==> config.mk <==
export PLATFORM = sky130hd
export DESIGN_NAME = sccb_init_sequencer
export DESIGN_NICKNAME = d
export VERILOG_FILES = /design/src/rtl/sccb_init_sequencer.sv
export SDC_FILE = /design/constraint.sdc
export NUM_CORES = 1
export LEC_CHECK = 0
export CAP_MARGIN = 20
export CORE_AREA = 2 2 117 85
export DETAILED_ROUTE_END_ITERATION = 6
export DIE_AREA = 0 0 119 87
export PLACE_DENSITY = 0.78
export SLEW_MARGIN = 10
export SYNTH_ARGS = -nofsm -noshare
export SYNTH_HDL_FRONTEND = slang
export SYNTH_SLANG_ARGS = --single-unit
==> constraint.sdc <==
create_clock -name clk -period 5.9 [get_ports clk]
set_clock_uncertainty 0.1 [all_clocks]
set_input_delay 0.59 -clock clk [delete_from_list [all_inputs] [get_ports clk]]
set_output_delay 0.59 -clock clk [all_outputs]
set_load 0.01 [all_outputs]
==> src/rtl/sccb_init_sequencer.sv <==
`default_nettype none
// ============================================================================
// Module      : sccb_init_sequencer
// Description : Walks the camera register-init ROM after reset and drives
//               the SCCB write engine one entry at a time. Handles in-table
//               delay (addr FE) and end (addr FF) markers, a hard depth limit
//               and per-transaction timeouts. Optionally shares the engine
//               with one runtime requester once init has finished.
// Build macro : SCCB_RUNTIME_WR_EN - enables the runtime write port. When
//               undefined, wr_req/wr_addr/wr_data are ignored, wr_ack and
//               wr_done stay 0 and the idle state is terminal until reset.
// Ports       : clk, reset (async, active-high)
//               rom_addr/rom_data  - synchronous init ROM (1-cycle latency)
//               m_start, m_reg_addr, m_reg_data, m_done - SCCB write engine
//               wr_req, wr_addr, wr_data, wr_ack, wr_done - runtime requester
//               init_done, busy, err_timeout - status
// Revision    : 1.0 - initial release
// ============================================================================
module sccb_init_sequencer #(
  parameter int ROM_AW      = 8,
  parameter int ROM_DEPTH   = 76,
  parameter int CYC_PER_MS  = 100000,
  parameter int POWERUP_MS  = 2,
  parameter int TIMEOUT_CYC = 2000000
) (
  input  logic              clk,
  input  logic              reset,
  output logic [ROM_AW-1:0] rom_addr,
  input  logic [15:0]       rom_data,
  output logic              m_start,
  output logic [7:0]        m_reg_addr,
  output logic [7:0]        m_reg_data,
  input  logic              m_done,
  input  logic              wr_req,
  input  logic [7:0]        wr_addr,
  input  logic [7:0]        wr_data,
  output logic              wr_ack,
  output logic              wr_done,
  output logic              init_done,
  output logic              busy,
  output logic              err_timeout
);

`ifdef SCCB_RUNTIME_WR_EN
  localparam bit RT_EN = 1'b1;
`else
  localparam bit RT_EN = 1'b0;
`endif

  // One shared counter serves power-up, delay and timeout; size it for the
  // largest of the three.
  localparam int PU_CYC = POWERUP_MS * CYC_PER_MS;
  localparam int DLY_W  = 8 + $clog2(CYC_PER_MS) + 1;
  localparam int TO_W   = $clog2(TIMEOUT_CYC + 1) + 1;
  localparam int PU_W   = $clog2(PU_CYC + 1) + 1;
  localparam int CNT_A  = (DLY_W > TO_W) ? DLY_W : TO_W;
  localparam int CNT_W  = (CNT_A > PU_W) ? CNT_A : PU_W;
  localparam int IDX_W  = ROM_AW + 1;

  typedef enum logic [2:0] {
    S_POWERUP = 3'd0,
    S_FETCH   = 3'd1,
    S_ROMWAIT = 3'd2,
    S_DECODE  = 3'd3,
    S_ISSUE   = 3'd4,
    S_WAIT    = 3'd5,
    S_DELAY   = 3'd6,
    S_IDLE    = 3'd7
  } state_t;

  state_t             state, state_n;
  logic [CNT_W-1:0]   cnt, cnt_n;
  logic [IDX_W-1:0]   idx, idx_n;
  logic [7:0]         addr_n, data_n;
  logic [7:0]         dly_ms, dly_n;
  logic               rt, rt_n;
  logic               init_n, err_n, ack_n, wdone_n;
  logic [CNT_W-1:0]   dly_cyc;

  assign dly_cyc = CNT_W'(dly_ms) * CNT_W'(CYC_PER_MS);

  // Once the index reaches the depth limit the address is parked at 0 so the
  // ROM is never addressed past its last entry; the decode ignores the data.
  assign rom_addr = (idx < IDX_W'(ROM_DEPTH)) ? idx[ROM_AW-1:0] : '0;
  assign m_start  = (state == S_ISSUE);
  assign busy     = (state != S_IDLE);

  always_ff @(posedge clk or posedge reset) begin
    if (reset) begin
      state       <= S_POWERUP;
      cnt         <= '0;
      idx         <= '0;
      m_reg_addr  <= 8'h00;
      m_reg_data  <= 8'h00;
      dly_ms      <= 8'h00;
      rt          <= 1'b0;
      init_done   <= 1'b0;
      err_timeout <= 1'b0;
      wr_ack      <= 1'b0;
      wr_done     <= 1'b0;
    end else begin
      state       <= state_n;
      cnt         <= cnt_n;
      idx         <= idx_n;
      m_reg_addr  <= addr_n;
      m_reg_data  <= data_n;
      dly_ms      <= dly_n;
      rt          <= rt_n;
      init_done   <= init_n;
      err_timeout <= err_n;
      wr_ack      <= ack_n;
      wr_done     <= wdone_n;
    end
  end

  always_comb begin
    state_n = state;
    cnt_n   = '0;
    idx_n   = idx;
    addr_n  = m_reg_addr;
    data_n  = m_reg_data;
    dly_n   = dly_ms;
    rt_n    = rt;
    init_n  = init_done;
    err_n   = err_timeout;
    ack_n   = 1'b0;
    wdone_n = 1'b0;
    case (state)
      S_POWERUP: begin
        if (cnt == CNT_W'(PU_CYC - 1)) state_n = S_FETCH;
        else                           cnt_n   = cnt + CNT_W'(1);
      end
      S_FETCH:   state_n = S_ROMWAIT;
      S_ROMWAIT: state_n = S_DECODE;
      S_DECODE: begin
        // Depth limit is checked first: the ROM word at that index is stale.
        if (idx == IDX_W'(ROM_DEPTH) || rom_data[15:8] == 8'hFF) begin
          state_n = S_IDLE;
          init_n  = 1'b1;
        end else if (rom_data[15:8] == 8'hFE) begin
          state_n = S_DELAY;
          dly_n   = rom_data[7:0];
        end else begin
          state_n = S_ISSUE;
          addr_n  = rom_data[15:8];
          data_n  = rom_data[7:0];
        end
      end
      S_ISSUE: begin
        // Counter tracks cycles since m_start, so it is 1 on the first WAIT.
        state_n = S_WAIT;
        cnt_n   = CNT_W'(1);
      end
      S_WAIT: begin
        // m_done wins over a timeout that expires in the same cycle.
        if (m_done || cnt == CNT_W'(TIMEOUT_CYC)) begin
          if (!m_done) err_n = 1'b1;
          if (rt) begin
            state_n = S_IDLE;
            rt_n    = 1'b0;
            wdone_n = 1'b1;
          end else begin
            state_n = S_FETCH;
            idx_n   = idx + IDX_W'(1);
          end
        end else begin
          cnt_n = cnt + CNT_W'(1);
        end
      end
      S_DELAY: begin
        // Lasts dly_cyc+1 cycles, so a 0 ms delay still costs one cycle.
        if (cnt == dly_cyc) begin
          state_n = S_FETCH;
          idx_n   = idx + IDX_W'(1);
        end else begin
          cnt_n = cnt + CNT_W'(1);
        end
      end
      S_IDLE: begin
        // A latched runtime request spends one cycle acknowledging before
        // the engine is started.
        if (rt) begin
          state_n = S_ISSUE;
        end else if (RT_EN && init_done && wr_req) begin
          rt_n   = 1'b1;
          ack_n  = 1'b1;
          addr_n = wr_addr;
          data_n = wr_data;
        end
      end
      default: state_n = S_POWERUP;
    endcase
  end

endmodule
`default_nettype wire
* Word-level counts from Yosys, hierarchy flattened
Cells that the tools add are included.
Word-level totals: input bits 36, latch bits 0, memories kept 0, memory bits (writable) 0, word-level logic and storage cells 57, output and inout port bits 30, bits in registers 64, bits in read-only memories 0
Cells by class: reductions and logical operators 10, $add $sub $neg 2, shifts and indexed selects 0, div/mod/pow operators 0, multiplexer cells 14, equality and inequality tests 17, multiply operators 1, $lt $le $gt $ge 1, bitwise logic cells 4
Operators by type and width (count):
- one-hot mux 26 bit (4 select lines) | 1
- two-way mux 26 bit | 3
- adder 26 x 1 -> 26 bit, second input constant | 1
- equality test 26 x 18 -> 1 bit, second input constant | 1
- equality test 26 x 21 -> 1 bit, second input constant | 1
- equality test 26 x 25 -> 1 bit | 1
- one-hot mux 3 bit (7 select lines) | 1
- multiplier 8 x 12 -> 20 bit, second input constant | 1
- two-way mux 9 bit | 2
- one-hot mux 9 bit (2 select lines) | 1
- equality test 8 bit, second input constant | 2
- equality test 3 bit, second input constant | 4
- AND reduction 3 bit | 4
- adder 9 x 1 -> 9 bit, second input constant | 1
- equality test 9 x 7 -> 1 bit, second input constant | 1
- < comparator 9 x 7 -> 1 bit, second input constant | 1
- two-way mux 3 bit | 3
- two-way mux 8 bit | 1
- equality test 3 x 2 -> 1 bit, second input constant | 2
- != test 2 bit, second input constant | 3
- two-way mux 2 bit | 2
- inverter 1 bit | 4
- AND reduction 4 bit | 1
- equality test 3 x 1 -> 1 bit, second input constant | 1
- other kinds (5) | 6

* Longest topological paths before layout
Gate-level depths: netlist (run 1).
depth in word-level cells 4, gate-level depth with buffers 21, depth with buffers taken out 18

* Worst setup path after synthesis (run 1)
No wires, ideal clock.
path type register -> register, start register dly_ms[6], end register cnt[14], buffers on the path 3, library setup time 0.119 ns, period minus slack after synthesis 4.663 ns, data arrival time 4.444 ns, cell stages (with the launch flop) 20, required time 5.681 ns, slack 1.237 ns, cells stage by stage dfrtp_1 inv_1 ha_1 inv_1 ha_1 fa_1 fa_1 ha_1 clkbuf_1 nand3_1 a2111oi_0 a22oi_1 mux2i_1 a2111oi_0 nand4_1 nand4b_1 and3_1 buf_4 buf_6 nor2_2
Between the ends: word-level cells in the longest chain between the ends 4
Ends and longest elaborated chain:
- start, declared | RTL line 75 | logic [7:0] dly_ms, dly_n;
- start signal, assigned | RTL line 107 | dly_ms <= dly_n;
- multiplier 8 x 12 -> 20 bit | RTL line 80 | assign dly_cyc = CNT_W'(dly_ms) * CNT_W'(CYC_PER_MS);
- equality test 26 x 25 -> 1 bit | RTL line 172 | if (cnt == dly_cyc) begin
- two-way mux 26 bit | RTL line 172
- one-hot mux 26 bit (4 select lines) | RTL line 128 | case (state)
- via cnt_n[14] | RTL line 72 | logic [CNT_W-1:0] cnt, cnt_n;
- end signal, assigned | RTL line 103 | cnt <= cnt_n;
- end, declared | RTL line 72
The timed path passes the listed nets, and every way through them passes these cells. A chain may end at the register's enable or synchronous reset.

* Worst setup path in the final report (run 1)
start register dly_ms[2], end register cnt[0]
Same word-level chain as after synthesis.

==> results.cfg, run 1 <==
[setup_path]
worstSetupPathDepth = 18
slowest_stage = a2111oi_0
reg2reg_depth = 18
r2r-start = dly_ms[2]
crit_arrival_ns = 5.58
critical_path_class = reg -> reg
startpoint_type = flop
crit_top_cell = ha_1
worstPathMaxFanout = 26
crit_family = adder cells
crit_chain = ha_1 -> ha_1 -> fa_1 -> inv_1 -> fa_1 -> inv_1 -> ha_1 -> a21o_1 -> a221oi_1 -> buf_4 -> xnor2_1 -> nand4b_1 -> a2111oi_0 -> nand4_1 -> nand4b_1 -> and3_1 -> buf_12 -> o22ai_1
max_stage_delay_ns = 0.67
crit_buf_inv = 4
critPathCaptureType = flop
critPathRequiredTime_ns = 6.00
crit_start = dly_ms[2]

[clocking]
path_clk_slew_ns = 0.05
cts_resized = 0
numCtsBuffers = 9
cts_max_path_buffers = 2
cts_root_buf = clkbuf_16
postCtsSetupRepairBufs = 0
clock_latency_ns = 0.33
clock-sinks = 64
cts_tree = done
ctsHtreeMaxLevel = 3
postCtsHoldBufs = 0

[cells_and_area]
regArea_um2 = 1600
layout_commonest_cell = dfrtp_1
drive_gt1_share_pct = 10.4
nFillCells = 744
multi_input_area_um2 = 3140
fin_nets = 660
synthToLayoutAreaGrowth_pct = 17.9
insertedDiodeCount = 0
final_cell_mix = dfrtp_1 (64), ha_1 (57), clkdlybuf4s50_1 (45), nor2_1 (42), xnor2_1 (35)

[power]
p_sw_uw = 807
p_comb_share_pct = 45.9
pwr-share-clk_pct = 25.6
power_switching_share_pct = 36.2
power_leakage_nw = 2.65
cell_internal_pwr_mw = 1.42
vdd_drop_max_mv = 0.238
power.total_mw = 2.23
p_per_area_nw_per_um2 = 382
seqPwrFrac_pct = 28.5

[synth]
synthArstFlopShare_pct = 100
synth_edf_count = 0
ys_warn_count = 0
ys_types = 60
postSynthAreaPerCell_um2 = 9.68
netlist_area_um2 = 4960
syn_inst = 512
yosysTopAreaCell = dfrtp_1
synth.area.top_cells = dfrtp_1 (32%), ha_1 (14%), xnor2_1 (6.2%)
ys.flop_type = dfrtp_1
yosysTopAreaCellShare_pct = 32.3
ys_seq_area_share_pct = 32.3
ys_seq_elements = 64

[place]
globalplace.congestion = 0.911
post-place-ws_ns = 0.563
dp_hpwl_um = 8990
numPortBuffers = 45

[timing]
final_max_slew_viol_count = 0
setup_tns_ns = 0
fmax_ghz = 0.183
tightest_slew_ns = 0.832
rsz0062_at_grt = false
min_period_over_period_pct = 92.9
hold_violations = 0
finalSetupViolations = 0
setup_slack_ns = 0.421
slew_headroom_pct = 43.1
finalCriticalPeriod_ns = 5.48

[global_route]
met2_usage_pct = 37.6
grt.overflow.total = 0
grt_usage_pct = 23.8
first_global_vias = 3825
antenna_found_initial = 0
grt_pass1_wl_um = 19300
grtUsageMet3_pct = 4.71
grt_max_degree = 65
gr-usage-met1_pct = 33.8
top_usage_layer = met2

[outcome]
status = completed

[routing]
first_pass_iters = 5
drcViolationCount = 0
antenna_left = 0
drt_iter0_drc = 280
vias_per_cell = 5.77
wl_per_cell_um = 17.1
wl_um = 11700
vias = 3965

[die]
dieArea_um2 = 10400
core.rowCount = 30
coreArea_um2 = 9350
die_h_um = 87
start_util_pct = 53.0
die-width_um = 119
ios = 66

[worst_hold_path]
min-delay-start = init_done
hp-class = reg -> reg
hold_depth = 1

[job]
cap_violations = 0
## per-layer routing
| metal | vias to the layer above | share of wire (%) |
|---|---|---|
| li1 | 1883 | - |
| met1 | 1932 | 48 |
| met2 | 126 | 45 |
| met3 | 24 | 5.1 |
| met4 | 0 | 1.9 |
| met5 | - | 0 |
## worst reg2reg max path, delay by kind of cell (launching register included)
kind	cells	cell delay (ns)
adder cells (fa/ha/maj)	5	2.11
AO/OA/AOI/OAI	4	1.25
AND/OR/NAND/NOR	4	0.78
buffers and inverters	4	0.51
flip-flops	1	0.47
XOR/XNOR	1	0.13
## sequential cells by signal, indices dropped and copies added (netlist names)
name,cells
cnt,26
dly_ms,8
err_timeout,1
idx,9
init_done,1
m_reg_addr,8
m_reg_data,8
state,3
## through the flow
step	cells	cell area, µm²	hold slack, ns	util (%)
finish	687	5840	0.374	62.5
global placement	672	5520	0.344	59.1
floorplan	514	4960	0.365	-
global route	687	5840	0.399	62.5
CTS	687	5840	0.373	62.5
detailed placement	672	5520	0.361	59.1
## cell families (layout without fill, tap and decap cells)
family	count (synthesis)	count (layout)	synth area share, %
multiplexers	25	25	5.60
AND/OR/NAND/NOR	183	183	19.7
XOR/XNOR	58	58	10.2
adder cells (fa/ha/maj)	69	69	19.2
flip-flops	64	64	32.3
other	1	3	0.0756
AO/OA/AOI/OAI	59	59	8.20
buffers and inverters	53	98	4.62
## power by group through the flow
stage	Sequential, mW	Clock, mW	Combinational (mW)
floorplan	0.624	0	0.684
global placement	0.634	0	0.995
detailed placement	0.640	0	1.01
CTS	0.635	0.579	1.02
global route	0.651	0.600	1.12
finish	0.636	0.570	1.03
## worst paths after layout
kind                                 end  slack (ns)
min                            init_done        0.37
min reg2reg                    init_done        0.37
max in group asynchronous        cnt[16]        4.46
max reg2reg                       cnt[0]        0.42
max                               cnt[0]        0.42
min in group asynchronous  m_reg_data[7]        0.71
## area by class of cell
class / count / area share, %
clock buffers: 12 / 4.39
clock inverters: 3 / 1.11
inverters: 34 / 2.18
multi-input cells: 397 / 53.7
flip-flops and latches: 64 / 27.4
well taps: 128 / 2.74
repair buffers: 49 / 8.44
## synthesized netlist by cell type, drive strengths merged (7+ instances only)
| library cell | number |
|---|---|
| nor2 | 52 |
| nand4 | 14 |
| nor4 | 10 |
| dfrtp | 64 |
| ha | 57 |
| nand3 | 21 |
| clkbuf | 13 |
| xor2 | 23 |
| a21oi | 13 |
| and3 | 12 |
| o21ai | 10 |
| mux2 | 22 |
| a21o | 7 |
| xnor2 | 35 |
| inv | 34 |
| fa | 12 |
| and2 | 8 |
| nand2 | 31 |
No activity file was read; power rests on OpenSTA's default activity.
==> run 2: changes to the inputs <==
ABC_AREA = 1   (was default)
CORE_AREA = 2 2 123 89   (was 2 2 117 85)
DIE_AREA = 0 0 125 91   (was 0 0 119 87)
PLACE_DENSITY = 0.77   (was 0.78)
==> run 2 against run 1 <==
Setup slack improved by 0.80 ns. Highest routed layer unchanged. Via count increased by 23%. Maximum frequency increased by 17%. First-iteration DRC count increased by 43%. Clock power decreased by 14%. Critical endpoint is now idx[8]. Count of clock-buffer cells in the layout unchanged. Sequential cell count unchanged. Sequential share of layout area decreased by 1.8 points.
==> results.cfg, run 2 <==
[clocking]
cts_tree = done
ctsHtreeMaxLevel = 3
clock-sinks = 64
cts_resized = 0
numCtsBuffers = 9
cts_root_buf = clkbuf_16
postCtsSetupRepairBufs = 0
postCtsHoldBufs = 0
cts_max_path_buffers = 2
clock_latency_ns = 0.33
path_clk_slew_ns = 0.05

[worst_hold_path]
hold_end = err_timeout
min-delay-start = err_timeout
hp-class = reg -> reg
hold_depth = 1

[synth]
synth.area.top_cells = dfrtp_1 (29%), ha_1 (13%), nand2_1 (12%)
postSynthAreaPerCell_um2 = 7.40
synth.most_common_cell = nand2_1
ys_seq_area_share_pct = 29.3
yosysTopAreaCellShare_pct = 29.3
synth_edf_count = 0
syn_inst = 739
synthArstFlopShare_pct = 100
yosysTopAreaCell = dfrtp_1
yosys-top-cells-count = nand2_1 (176), inv_1 (124), dfrtp_1 (64)
netlist_area_um2 = 5470
ys_warn_count = 0
ys_types = 39
ys.flop_type = dfrtp_1
ys_seq_elements = 64

[global_route]
grt_pass1_wl_um = 23100
grt_usage_pct = 24.9
first_global_vias = 4708
antenna_found_initial = 0
grt_max_degree = 65
grt.overflow.total = 0

[setup_path]
reg2reg_to = idx[8]
reg2reg_depth = 21
max_stage_delay_ns = 0.53
slowest_stage = fa_1
r2r-start = dly_ms[2]
crit_top_cell = nand2_1
reg2reg_slack_ns = 1.23
crit_chain = ha_1 -> ha_1 -> fa_1 -> inv_1 -> fa_1 -> inv_1 -> ha_1 -> nand2_1 -> nand3_1 -> nand2_1 -> nand2_1 -> nand2_1 -> nand3_1 -> nand2_1 -> nand4_1 -> nor2_2 -> nand3_1 -> nand2_2 -> nand2_2 -> nand2_1 -> nand2_1
critPathCaptureType = flop
startpoint_type = flop
crit_arrival_ns = 4.79
critical_path_class = reg -> reg
worstPathMaxFanout = 11
critPathRequiredTime_ns = 6.02

[place]
globalplace.congestion = 0.886
numPortBuffers = 45
dp.cells = 902
dp_hpwl_um = 10400

[cells_and_area]
nFillCells = 883
reg.largest.list = cnt (26), idx (9)
layout_commonest_cell = nand2_1
fin_cells = 917
fin_nets = 886
final_cell_mix = nand2_1 (176), inv_1 (123), dfrtp_1 (64), ha_1 (57), nor2_1 (53)
insertedDiodeCount = 0
drive_gt1_share_pct = 6.24
largest_reg_flops = 26
synthToLayoutAreaGrowth_pct = 14.6
regMostFlops = cnt

[die]
die_h_um = 91
core.rowCount = 31
ios = 66
die-width_um = 125
coreArea_um2 = 10200
dieArea_um2 = 11400
start_util_pct = 53.8

[power]
p_comb_share_pct = 38.1
power_leakage_nw = 3.44
power_switching_share_pct = 36.7
cell_internal_pwr_mw = 1.10
seqPwrFrac_pct = 33.8
p_sw_uw = 639
pwr-share-clk_pct = 28.1
p_per_area_nw_per_um2 = 278
vdd_drop_max_mv = 0.277

[outcome]
status = completed

[timing]
min_period_over_period_pct = 79.2
hold_violations = 0
fmax_ghz = 0.214
finalCriticalPeriod_ns = 4.67
rsz0062_at_grt = false
tightest_slew_ns = 0.914
final_max_slew_viol_count = 0
finalSetupViolations = 0
setup_tns_ns = 0
slew_headroom_pct = 38.9

[routing]
vias_per_cell = 5.33
first_pass_iters = 4
drt_iter0_drc = 399
drcViolationCount = 0
wl_per_cell_um = 14.7
wl_um = 13500
antenna_left = 0
vias = 4885

[job]
cap_violations = 0
run 2: layer usage:
| metal | share of wire, % | routed length (µm) | GRT usage [%] | vias up |
|---|---|---|---|---|
| li1 | - | - | - | 2444 |
| met1 | 49 | 6580 | 36.7 | 2299 |
| met2 | 45 | 6060 | 38.5 | 131 |
| met3 | 5.0 | 669 | 4.24 | 11 |
| met4 | 1.1 | 151 | 5.46 | 0 |
| met5 | 0 | 0 | 0 | - |
run 2: layout make-up:
cell class              count  area, µm²  area share [%]
clock buffers              12        256            4.09
clock inverters             3       17.5           0.280
inverters                 129        484            7.73
multi-input cells         531       3280            52.4
flip-flops and latches     64       1600            25.6
well taps                 132        165            2.64
repair buffers             46        458            7.31
run 2: kinds of logic after synthesis:
family	synth area share (%)
AO/OA/AOI/OAI	7.19
XOR/XNOR	5.45
adder cells (fa/ha/maj)	17.4
buffers and inverters	10.8
flip-flops	29.3
multiplexers	0.618
other	0.0686
AND/OR/NAND/NOR	29.2
run 2: stage by stage:
step	setup WS, ns	utilization, %	cell area, µm²	hold slack [ns]	total power [mW]
finish	1.23	61.7	6270	0.354	1.74
global route	0.995	61.7	6270	0.382	1.85
CTS	1.24	61.7	6270	0.362	1.75
detailed placement	1.33	59.0	5990	0.346	1.25
global placement	1.41	59.0	5990	0.344	1.22
floorplan	1.98	-	5480	0.367	1.00
run 2: power by group through the flow:
stage               Sequential, mW  Combinational [mW]  Clock [mW]
floorplan                    0.604               0.396           0
global placement             0.586               0.633           0
detailed placement           0.593               0.653           0
CTS                          0.588               0.665       0.498
global route                 0.599               0.735       0.518
finish                       0.589               0.662       0.489
run 2: how the worst max path moves through the flow:
stage | start | endpoint | slack, ns
3_5_place_dp | dly_ms[2] | idx[8] | 1.33
6_report | dly_ms[2] | idx[8] | 1.23
2_1_floorplan | dly_ms[2] | idx[5] | 1.98
5_1_grt | dly_ms[2] | idx[7] | 0.99
4_1_cts | dly_ms[2] | idx[8] | 1.24
3_3_place_gp | dly_ms[2] | cnt[0] | 1.41
run 2: worst max-delay path: cells and delay by family, from the launching register on:
kind / cells / cell delay (ns)
and+or+nand+nor: 14 / 1.81
adders and majority gates: 5 / 2.08
buffers and inverters: 2 / 0.10
DFF: 1 / 0.47
